### src/rtl/pad_event_player.sv
// pad_event_player: plays a programmed train of presses on a single button line.
// A start/busy/done handshake latches the hold length, the gap length and the
// repeat count, then plays the train. All durations are counted in prescaled ticks.
// Optional build macro PAD_PLAYER_LOOP_EN adds a 'loop' input. When loop is high
// at the end of the last press, the same latched train is replayed.
module pad_event_player #(
    parameter int unsigned CNT_W    = 4,
    parameter int unsigned TICK_DIV = 1,
    parameter int unsigned DIV_W    = 8
) (
    input  logic             clk,
    input  logic             rst,
    input  logic             start,
    input  logic             abort,
`ifdef PAD_PLAYER_LOOP_EN
    input  logic             loop,
`endif
    input  logic [CNT_W-1:0] hold_len,
    input  logic [CNT_W-1:0] gap_len,
    input  logic [CNT_W-1:0] reps,
    output logic             button_out,
    output logic             busy,
    output logic             done
);

    typedef enum logic [1:0] {S_IDLE, S_HOLD, S_GAP, S_DONE} state_t;

    localparam logic [DIV_W-1:0] DIV_LAST = DIV_W'(TICK_DIV - 1);
    localparam logic [CNT_W-1:0] CNT_ONE  = CNT_W'(1);

    state_t           r_state;
    logic [DIV_W-1:0] r_presc;
    logic [CNT_W-1:0] r_ticks;
    logic [CNT_W-1:0] r_count;
    logic [CNT_W-1:0] r_hold;
    logic [CNT_W-1:0] r_gap;
    logic [CNT_W-1:0] r_reps;
    logic             r_button;
    logic             r_done;

    logic             w_tick;
    logic             w_hold_end;
    logic             w_gap_end;
    logic [CNT_W-1:0] w_count_inc;
    logic             w_last;
    logic             w_replay;

    // Tick and end-of-phase decode; r_hold and r_gap are never zero after latching.
    assign w_tick      = (r_presc == DIV_LAST);
    assign w_hold_end  = w_tick && (r_ticks == (r_hold - CNT_ONE));
    assign w_gap_end   = w_tick && (r_ticks == (r_gap - CNT_ONE));
    assign w_count_inc = r_count + CNT_ONE;
    assign w_last      = (w_count_inc == r_reps);

`ifdef PAD_PLAYER_LOOP_EN
    assign w_replay = loop;
`else
    assign w_replay = 1'b0;
`endif

    // Sequencer. Registers the state, the counters, the latched fields and the line outputs.
    always_ff @(posedge clk or negedge rst) begin
        if (!rst) begin
            r_state  <= S_IDLE;
            r_presc  <= '0;
            r_ticks  <= '0;
            r_count  <= '0;
            r_hold   <= '0;
            r_gap    <= '0;
            r_reps   <= '0;
            r_button <= 1'b0;
            r_done   <= 1'b0;
        end else if (abort && (r_state != S_IDLE)) begin
            r_state  <= S_IDLE;
            r_presc  <= '0;
            r_ticks  <= '0;
            r_count  <= '0;
            r_hold   <= '0;
            r_gap    <= '0;
            r_reps   <= '0;
            r_button <= 1'b0;
            r_done   <= 1'b0;
        end else begin
            r_done <= 1'b0;
            case (r_state)
                S_IDLE: begin
                    if (start && !abort) begin
                        r_hold  <= (hold_len == '0) ? CNT_ONE : hold_len;
                        r_gap   <= (gap_len == '0) ? CNT_ONE : gap_len;
                        r_reps  <= reps;
                        r_presc <= '0;
                        r_ticks <= '0;
                        r_count <= '0;
                        if (reps == '0) begin
                            r_state <= S_DONE;
                            r_done  <= 1'b1;
                        end else begin
                            r_state  <= S_HOLD;
                            r_button <= 1'b1;
                        end
                    end
                end
                S_HOLD: begin
                    if (w_hold_end) begin
                        r_presc  <= '0;
                        r_ticks  <= '0;
                        r_button <= 1'b0;
                        if (w_last && !w_replay) begin
                            r_state <= S_DONE;
                            r_done  <= 1'b1;
                            r_count <= w_count_inc;
                        end else if (w_last) begin
                            r_state <= S_GAP;
                            r_count <= '0;
                        end else begin
                            r_state <= S_GAP;
                            r_count <= w_count_inc;
                        end
                    end else if (w_tick) begin
                        r_presc <= '0;
                        r_ticks <= r_ticks + CNT_ONE;
                    end else begin
                        r_presc <= r_presc + DIV_W'(1);
                    end
                end
                S_GAP: begin
                    if (w_gap_end) begin
                        r_presc  <= '0;
                        r_ticks  <= '0;
                        r_state  <= S_HOLD;
                        r_button <= 1'b1;
                    end else if (w_tick) begin
                        r_presc <= '0;
                        r_ticks <= r_ticks + CNT_ONE;
                    end else begin
                        r_presc <= r_presc + DIV_W'(1);
                    end
                end
                S_DONE: begin
                    r_state  <= S_IDLE;
                    r_count  <= '0;
                    r_button <= 1'b0;
                end
                default: begin
                    r_state  <= S_IDLE;
                    r_button <= 1'b0;
                end
            endcase
        end
    end

    // busy follows the state directly, so it falls as soon as reset is asserted.
    assign busy       = (r_state != S_IDLE);
    assign button_out = r_button;
    assign done       = r_done;

endmodule

### config.mk
export PLATFORM = sky130hd
export DESIGN_NAME = pad_event_player
export DESIGN_NICKNAME = d
export VERILOG_FILES = /design/src/rtl/pad_event_player.sv
export SDC_FILE = /design/constraint.sdc
export NUM_CORES = 1
export LEC_CHECK = 0
export ABC_AREA = 0
export BUFFER_PORTS_ARGS = -buffer_cell sky130_fd_sc_hd__buf_2
export CORE_MARGIN = 2
export CORE_UTILIZATION = 50
export CTS_BUF_LIST = sky130_fd_sc_hd__clkbuf_4 sky130_fd_sc_hd__clkbuf_8
export DETAILED_ROUTE_END_ITERATION = 16
export PLACE_DENSITY = 0.8
export SLEW_MARGIN = 20
export SYNTH_ARGS = -nofsm -noshare
export SYNTH_HDL_FRONTEND = slang
export SYNTH_SLANG_ARGS = --single-unit
### constraint.sdc
create_clock -name clk -period 4 [get_ports clk]
set_clock_uncertainty 0.1 [all_clocks]
set_input_delay 0.4 -clock clk [delete_from_list [all_inputs] [get_ports clk]]
set_output_delay 0.4 -clock clk [all_outputs]
set_load 0.05 [all_outputs]
==> report_table.html, run 1 <==
<table>
<tr><th>Metric</th><th>Value</th></tr>
<tr><th colspan="2">Job</th></tr>
<tr><td>Number of violations of the max-capacitance limit</td><td>0</td></tr>
<tr><th colspan="2">CTS</th></tr>
<tr><td>Clock-pin transition on the worst setup and hold timing paths</td><td>0.07 ns</td></tr>
<tr><td>Worst skew pair latency</td><td>between 0.2 and 0.3 ns</td></tr>
<tr><td>Clock root buffer master</td><td>clkbuf_8</td></tr>
<tr><td>Maximum root-to-sink buffer count</td><td>2</td></tr>
<tr><td>Clock sink count</td><td>32</td></tr>
<tr><td>Clock tree from TritonCTS</td><td>yes</td></tr>
<tr><td>CTS buffer count</td><td>5</td></tr>
<tr><td>Post-CTS Resized</td><td>0</td></tr>
<tr><td>Post-CTS setup buffer count</td><td>0</td></tr>
<tr><td>Total number of H-tree levels</td><td>2</td></tr>
<tr><td>Hold-fix buffers at CTS</td><td>0</td></tr>
<tr><th colspan="2">Place</th></tr>
<tr><td>Placed insts</td><td>between 200 and 300</td></tr>
<tr><td>Routability Congestion</td><td>0.851</td></tr>
<tr><td>Total half-perimeter wirelength after legalization and detailed placement</td><td>between 3000 and 4000 µm</td></tr>
<tr><td>Buffers added on ports</td><td>18</td></tr>
<tr><th colspan="2">Drt</th></tr>
<tr><td>Routed length per placed instance</td><td>roughly 14 µm</td></tr>
<tr><td>First-pass iteration count of the detailed router</td><td>4</td></tr>
<tr><td>First-iteration detailed-routing DRC count</td><td>78</td></tr>
<tr><td>Vias after detailed routing</td><td>1,796</td></tr>
<tr><td>Vias per inst</td><td>around 5.9</td></tr>
<tr><td>DRC</td><td>0</td></tr>
<tr><td>Number of nets still failing antenna checks after routing</td><td>0</td></tr>
<tr><td>Total routed wirelength</td><td>4370 µm</td></tr>
<tr><th colspan="2">Min path</th></tr>
<tr><td>Hold Path Class</td><td>in2async</td></tr>
<tr><th colspan="2">Global route</th></tr>
<tr><td>Total congestion overflow</td><td>0</td></tr>
<tr><td>Global-route wire length before repair</td><td>around 7500 µm</td></tr>
<tr><td>Vias in the first global route</td><td>1,680</td></tr>
<tr><td>Number of antenna violations at the first check in global routing</td><td>0</td></tr>
<tr><td>Overall routing resource usage</td><td>0.216</td></tr>
<tr><td>Maximum number of pins on one net before global-route repair</td><td>33</td></tr>
<tr><th colspan="2">Floorplan</th></tr>
<tr><td>Top Ports</td><td>19</td></tr>
<tr><td>Number of standard-cell rows in the floorplan</td><td>23</td></tr>
<tr><td>Chip width</td><td>68.6 µm</td></tr>
<tr><td>Effective utilization at floorplan</td><td>0.522</td></tr>
<tr><td>Area of the die</td><td>4710 µm²</td></tr>
<tr><td>DIE HEIGHT</td><td>68.6 µm</td></tr>
<tr><td>Total core area</td><td>4000 µm²</td></tr>
<tr><th colspan="2">Logic synthesis</th></tr>
<tr><td>Post-Synth Simple-Gate Area</td><td>0.200</td></tr>
<tr><td>Synthesis Warnings</td><td>0</td></tr>
<tr><td>Ys flop type</td><td>dfrtp_1</td></tr>
<tr><td>Proportion of synthesized area in mux cells</td><td>0</td></tr>
<tr><td>Compound-Gate Fraction of Synth Area</td><td>0.220</td></tr>
<tr><td>Post-synthesis xor/xnor area fraction</td><td>0.0923</td></tr>
<tr><td>Main area contributors after synthesis</td><td>dfrtp_1, xnor2_1, ha_1</td></tr>
<tr><td>Net count after synthesis</td><td>262</td></tr>
<tr><td>Number of different library cells in the post-synthesis netlist</td><td>43</td></tr>
<tr><td>Async SR Flop Fraction</td><td>1.00</td></tr>
<tr><td>Number of flops mapped to enable cells by yosys</td><td>0</td></tr>
<tr><td>Most frequently used cell type in the post-synthesis netlist</td><td>dfrtp_1</td></tr>
<tr><td>Area share of the leading cell type in the synthesized netlist</td><td>0.384</td></tr>
<tr><td>Avg Synthesized Cell Area</td><td>8.88 µm²</td></tr>
<tr><td>Cell taking the most area after synthesis</td><td>dfrtp_1</td></tr>
<tr><td>Sequential area share after synthesis</td><td>0.384</td></tr>
<tr><td>Ranking of synthesized cells by instance count</td><td>dfrtp_1, o21ai_0, nand2_1</td></tr>
<tr><td>Number of cells produced by synthesis</td><td>235</td></tr>
<tr><td>Largest family of logic cells by synthesized area</td><td>compound AO/OA/AOI/OAI gates</td></tr>
<tr><td>Adder-cell share of the synthesized area</td><td>0.0659</td></tr>
<tr><td>Synthesized area</td><td>2090 µm²</td></tr>
<tr><td>Total of flip-flops plus latches after synthesis</td><td>32</td></tr>
<tr><th colspan="2">STA</th></tr>
<tr><td>Final number of hold-violating endpoints</td><td>0</td></tr>
<tr><td>Transition at the pin with the smallest max-transition slack</td><td>0.876 ns</td></tr>
<tr><td>Final Critical Period</td><td>approximately 2.5 ns</td></tr>
<tr><td>Unrepaired setup endpoints after global routing</td><td>no</td></tr>
<tr><td>Final period utilization</td><td>0.613</td></tr>
<tr><td>Max_slew headroom</td><td>0.416</td></tr>
<tr><td>Final setup violation count</td><td>0</td></tr>
<tr><td>Total negative slack for setup checks</td><td>0 ns</td></tr>
<tr><td>Max Freq</td><td>0.408 GHz</td></tr>
<tr><td>Number of max-slew violations in the final report</td><td>0</td></tr>
<tr><th colspan="2">Finish</th></tr>
<tr><td>Fin nets</td><td>279</td></tr>
<tr><td>Post-Layout Cell Count</td><td>302</td></tr>
<tr><td>Fraction of layout instances using a drive strength above 1</td><td>0.115</td></tr>
<tr><td>Count of filler cells inserted in the layout</td><td>between 300 and 400</td></tr>
<tr><td>Number of diodes added for antenna fixing</td><td>0</td></tr>
<tr><td>Growth of design area from synthesis to finish</td><td>9.95%</td></tr>
<tr><th colspan="2">Power</th></tr>
<tr><td>Leak</td><td>1.07 nW</td></tr>
<tr><td>PwrDens</td><td>610 nW/µm²</td></tr>
<tr><td>Maximum vdd drop</td><td>0.000469 V</td></tr>
<tr><td>Post-layout total power</td><td>roughly 1.4 mW</td></tr>
<tr><th colspan="2">Worst setup path</th></tr>
<tr><td>Crit Reg-Reg Startpoint</td><td>r_presc[0]</td></tr>
<tr><td>Buffering stage count on the worst path with inverters included</td><td>1</td></tr>
<tr><td>Worst Path Arrival</td><td>2.56 ns</td></tr>
<tr><td>R2r worst-path depth</td><td>7</td></tr>
<tr><td>Required time of the critical path</td><td>4.11 ns</td></tr>
<tr><td>Kind of start point of the critical path</td><td>register</td></tr>
<tr><td>Worst setup path class</td><td>reg2reg</td></tr>
<tr><td>Cell breakdown of the critical path</td><td>inv_1, ha_1, nor3b_2, nand4_2, o31a_1, or4_1, a21oi_1</td></tr>
<tr><td>Crit. End Element</td><td>register</td></tr>
<tr><td>Largest stage delay, worst path</td><td>0.51 ns</td></tr>
<tr><td>Critical path origin</td><td>r_presc[0]</td></tr>
<tr><td>Critical-path cell with the highest stage delay</td><td>or4_1</td></tr>
<tr><td>Top delay family on crit path</td><td>simple AND/OR/NAND/NOR gates</td></tr>
<tr><td>Critical path peak fanout</td><td>12</td></tr>
<tr><td>Cell depth of the worst setup path</td><td>7</td></tr>
<tr><th colspan="2">Outcome</th></tr>
<tr><td>Status</td><td>finished, final reports clean</td></tr>
</table>
worst paths after layout:
check	to	slack (ns)
max	r_count[0]	1.55
min in group clk	r_hold[3]	0.33
min	r_hold[1]	0.06
min reg2reg	button_out	0.40
max reg2reg	r_count[0]	1.55
max in group asynchronous	r_reps[0]	3.29
metal layers:
metal / up-vias / GRT usage / wire length, µm / share of wire
li1: 893 / - / - / -
met1: 853 / 0.301 / 2140 / 0.49
met2: 44 / 0.322 / 1950 / 0.45
met3: 6 / 0.0552 / 226 / 0.052
met4: 0 / 0.0800 / 49 / 0.011
met5: - / 0 / 0 / 0
through the flow:
stage | hold slack [ns] | setup WS [ns] | area (µm²) | utilization
2_1_floorplan | 0.00441 | 1.87 | 2090 | -
3_3_place_gp | 0.390 | 1.67 | 2210 | 0.553
3_5_place_dp | 0.391 | 1.60 | 2210 | 0.553
4_1_cts | 0.0855 | 1.54 | 2290 | 0.574
5_1_grt | 0.127 | 1.34 | 2290 | 0.574
6_report | 0.0608 | 1.55 | 2290 | 0.574
kinds of logic (layout without fill, tap and decap cells):
family	count (synthesis)	in the layout
AOI/OAI and AO/OA	71	71
buffers and inverters	21	38
DFF	32	32
adders and majority gates	11	11
and+or+nand+nor	78	78
xor gates and xnor gates	22	22
cell usage in the layout (no fill, tap or decap), types with 2 or more instances in the layout:
cell type and count:
dfrtp_1 32, o21ai_0 27, nand2_1 23, buf_2 18, xnor2_1 16, and3_1 13
a21oi_1 13, inv_1 12, ha_1 11, nor3_1 10, nor2_1 10, nand3_1 9
xor2_1 6, clkbuf_8 5, a22oi_1 4, o311ai_0 3, o211a_1 3, o31ai_1 3
o21bai_1 3, o31a_1 2, a32o_1 2, o221ai_1 2, nor3b_1 2
state kept, by name, summed over array words and instances (netlist names):
register,cells
button_out,1
done,1
r_count,4
r_gap,4
r_hold,4
r_presc,8
r_reps,4
r_state,2
r_ticks,4
report_power, final:
group	leakage (nW)	switching [mW]	internal, mW
registers	0.436	0.0822	0.393
logic	0.589	0.426	0.258
clock network	0.0445	0.115	0.125
total	1.07	0.624	0.776
final cells by class:
type,count,area [µm²],area share
clock buffer,6,76.3,0.0333
multi-input combinational,182,1210,0.526
clock inverter,1,5.00,0.00218
inverter,12,45.0,0.0196
tap,50,62.6,0.0273
timing repair buffer,19,97.6,0.0425
sequential,32,801,0.349
Note: power is estimated with default switching activity, not from simulation.
==> inputs of run 2 (changes only) <==
Clock period 4 ns to 2.4 ns, I/O delays scaled along.
==> report_table.html, run 2 (same netlist as run 1, synthesis figures left out) <==
<table>
<tr><th>Metric</th><th>Value</th></tr>
<tr><th colspan="2">Worst setup path</th></tr>
<tr><td>Terminus of the critical flop-to-flop path</td><td>r_count[0]</td></tr>
<tr><td>Required time of the critical path</td><td>2.51 ns (-1.60 ns)</td></tr>
<tr><td>Top delay family on crit path</td><td>simple AND/OR/NAND/NOR gates</td></tr>
<tr><td>Largest stage delay, worst path</td><td>0.48 ns (-0.03 ns)</td></tr>
<tr><td>Crit Reg-Reg Startpoint</td><td>r_hold[0]</td></tr>
<tr><td>R2r worst-path depth</td><td>7 (unchanged)</td></tr>
<tr><td>Critical-path cell with the highest stage delay</td><td>or4_1</td></tr>
<tr><td>Worst Path Arrival</td><td>2.40 ns (-0.16 ns)</td></tr>
<tr><td>Kind of start point of the critical path</td><td>register</td></tr>
<tr><td>Crit. End Element</td><td>register</td></tr>
<tr><td>Critical path peak fanout</td><td>5 (-7)</td></tr>
<tr><td>Worst setup path class</td><td>reg2reg</td></tr>
<tr><td>Register-to-register path setup slack</td><td>0.11 ns (-1.43 ns)</td></tr>
<tr><td>Buffering stage count on the worst path with inverters included</td><td>1 (unchanged)</td></tr>
<tr><td>Cell breakdown of the critical path</td><td>inv_1, ha_1, xor2_1, nand4_2, o31a_1, or4_1, a21oi_1</td></tr>
<tr><th colspan="2">Drt</th></tr>
<tr><td>First-pass iteration count of the detailed router</td><td>4 (unchanged)</td></tr>
<tr><td>Vias after detailed routing</td><td>1,833 (+2.1%)</td></tr>
<tr><td>Vias per inst</td><td>5.89 (-0.89%)</td></tr>
<tr><td>DRC</td><td>0 (unchanged)</td></tr>
<tr><td>Number of nets still failing antenna checks after routing</td><td>0 (unchanged)</td></tr>
<tr><td>Total routed wirelength</td><td>4670 µm (+7.0%)</td></tr>
<tr><td>Routed length per placed instance</td><td>15.0 µm (+3.9%)</td></tr>
<tr><td>First-iteration detailed-routing DRC count</td><td>93 (+19%)</td></tr>
<tr><th colspan="2">STA</th></tr>
<tr><td>Final setup violation count</td><td>0 (unchanged)</td></tr>
<tr><td>Unrepaired setup endpoints after global routing</td><td>no</td></tr>
<tr><td>Total negative slack for setup checks</td><td>0 ns (unchanged)</td></tr>
<tr><td>Transition at the pin with the smallest max-transition slack</td><td>0.866 ns (-0.00997 ns)</td></tr>
<tr><td>Final period utilization</td><td>0.952 (+0.339)</td></tr>
<tr><td>Final Critical Period</td><td>2.29 ns (-0.166 ns)</td></tr>
<tr><td>Max_slew headroom</td><td>0.422 (+0.00665)</td></tr>
<tr><td>Number of max-slew violations in the final report</td><td>0 (unchanged)</td></tr>
<tr><td>Final number of hold-violating endpoints</td><td>0 (unchanged)</td></tr>
<tr><td>Max Freq</td><td>0.437 GHz (+7.3%)</td></tr>
<tr><th colspan="2">Global route</th></tr>
<tr><td>Overall routing resource usage</td><td>0.228 (+0.0123)</td></tr>
<tr><td>Vias in the first global route</td><td>1,696 (+0.95%)</td></tr>
<tr><td>Total congestion overflow</td><td>0 (unchanged)</td></tr>
<tr><td>Number of antenna violations at the first check in global routing</td><td>0 (unchanged)</td></tr>
<tr><td>Global-route wire length before repair</td><td>8090 µm (+7.3%)</td></tr>
<tr><td>Maximum number of pins on one net before global-route repair</td><td>33 (unchanged)</td></tr>
<tr><th colspan="2">Floorplan</th></tr>
<tr><td>Top Ports</td><td>19 (unchanged)</td></tr>
<tr><td>Chip width</td><td>68.6 µm (unchanged)</td></tr>
<tr><td>Total core area</td><td>4000 µm² (unchanged)</td></tr>
<tr><td>Area of the die</td><td>4710 µm² (unchanged)</td></tr>
<tr><td>Number of standard-cell rows in the floorplan</td><td>23 (unchanged)</td></tr>
<tr><td>DIE HEIGHT</td><td>68.6 µm (unchanged)</td></tr>
<tr><td>Effective utilization at floorplan</td><td>0.522 (unchanged)</td></tr>
<tr><th colspan="2">Outcome</th></tr>
<tr><td>Status</td><td>finished, final reports clean</td></tr>
<tr><th colspan="2">Finish</th></tr>
<tr><td>Non-Filler Cell Area, Final</td><td>2390 µm² (+4.0%)</td></tr>
<tr><td>Area occupied by multi-input gates</td><td>1210 µm² (+0.41%)</td></tr>
<tr><td>Fraction of layout instances using a drive strength above 1</td><td>0.149 (+0.0343)</td></tr>
<tr><td>Register area</td><td>802 µm² (+0.16%)</td></tr>
<tr><td>Fin nets</td><td>288 (+3.2%)</td></tr>
<tr><td>Number of diodes added for antenna fixing</td><td>0 (unchanged)</td></tr>
<tr><td>Most frequent standard cell in the layout excluding fill and tap cells</td><td>dfrtp_1</td></tr>
<tr><td>Register with the highest flop count</td><td>r_presc</td></tr>
<tr><td>Growth of design area from synthesis to finish</td><td>14.3%</td></tr>
<tr><td>Count of filler cells inserted in the layout</td><td>331 (-3.5%)</td></tr>
<tr><td>Leading cell types in the layout, fill and taps excluded</td><td>dfrtp_1, o21ai_0, nand2_1</td></tr>
<tr><td>Number of flip-flops under the largest register name</td><td>8 (unchanged)</td></tr>
<tr><th colspan="2">CTS</th></tr>
<tr><td>Maximum root-to-sink buffer count</td><td>2 (unchanged)</td></tr>
<tr><td>Post-CTS setup buffer count</td><td>0 (unchanged)</td></tr>
<tr><td>Clock root buffer master</td><td>clkbuf_8</td></tr>
<tr><td>Clock sink count</td><td>32 (unchanged)</td></tr>
<tr><td>Clock-pin transition on the worst setup and hold timing paths</td><td>0.07 ns (about the same)</td></tr>
<tr><td>CTS buffer count</td><td>5 (unchanged)</td></tr>
<tr><td>Clock tree from TritonCTS</td><td>yes</td></tr>
<tr><td>Total number of H-tree levels</td><td>2 (unchanged)</td></tr>
<tr><td>Worst skew pair latency</td><td>0.29 ns (about the same)</td></tr>
<tr><th colspan="2">Place</th></tr>
<tr><td>Total half-perimeter wirelength after legalization and detailed placement</td><td>3400 µm (+5.6%)</td></tr>
<tr><td>Placed standard-cell area</td><td>2270 µm² (+2.7%)</td></tr>
<tr><td>Routability Congestion</td><td>0.821 (-3.5%)</td></tr>
<tr><td>Buffers added on ports</td><td>18 (unchanged)</td></tr>
<tr><th colspan="2">Min path</th></tr>
<tr><td>Hold Path Class</td><td>in2reg</td></tr>
<tr><td>Sink of the worst hold path</td><td>r_hold[2]</td></tr>
<tr><td>Startpoint of the worst hold path</td><td>hold_len[2]</td></tr>
<tr><td>WHS Path Cells</td><td>3</td></tr>
<tr><th colspan="2">Power</th></tr>
<tr><td>PwrDens</td><td>1060 nW/µm² (+74%)</td></tr>
<tr><td>Maximum vdd drop</td><td>0.000774 V (+65%)</td></tr>
<tr><td>Leak</td><td>1.12 nW (+4.4%)</td></tr>
<tr><th colspan="2">Job</th></tr>
<tr><td>Number of violations of the max-capacitance limit</td><td>0 (unchanged)</td></tr>
</table>
run 2: cell count changes in the layout (fill, tap and decap cells not counted), sizes merged:
| cell | before | now |
|---|---|---|
| buf | 19 | 27 |
| clkbuf | 6 | 7 |
| clkinv | 1 | 0 |
| dlygate4sd3 | 0 | 1 |
run 2: repair_timing:
item / 4_1_cts / 5_1_grt
endpoints found under the setup margin: 0 / 6
gates resized for setup: 0 / 3
hold endpoints to repair: 32 / 0
hold buffers: 1 / 0
run 2: final cells by class:
type,count,share of cell area
sequential,32,0.336
inverter,12,0.0189
multi-input combinational,182,0.508
tap,50,0.0262
clock buffer,7,0.0404
timing repair buffer,28,0.0703
run 2: layer usage:
layer,wire (µm),global-route usage,vias to the layer above
met4,56,0.0725,0
met1,2250,0.332,871
met2,2130,0.344,50
met3,234,0.0406,7
met5,0,0,-
li1,-,-,905
run 2: worst max path at each step:
stage	from	endpoint	slack [ns]	cells after the start
floorplan	r_presc[0]	r_state[1]	0.27	7
global placement	r_presc[4]	r_count[0]	0.20	5
detailed placement	r_state[0]	r_count[3]	0.08	5
CTS	r_state[0]	r_count[3]	0.05	5
global route	r_presc[0]	r_count[0]	0.01	7
finish	r_hold[0]	r_count[0]	0.11	7
run 2: per-stage QoR:
step	setup slack (ns)	cells	hold WS, ns	utilization	power (mW)
2_1_floorplan	0.267	235	-0.156	-	1.68
3_3_place_gp	0.200	303	0.224	0.568	2.00
3_5_place_dp	0.0762	303	0.225	0.568	2.04
4_1_cts	0.0526	311	0.170	0.595	2.50
5_1_grt	0.0142	311	0.190	0.596	2.71
6_report	0.114	311	0.163	0.596	2.54
run 2: power by group:
part	switching (mW)	internal, mW	leakage [nW]
registers	0.130	0.656	0.434
clock network	0.196	0.255	0.0503
logic	0.785	0.517	0.632
run 2: worst min-delay path, stage by stage:
cell and delay [ns]:
buf_2 0.09, a22oi_1 0.05, o21ai_0 0.13
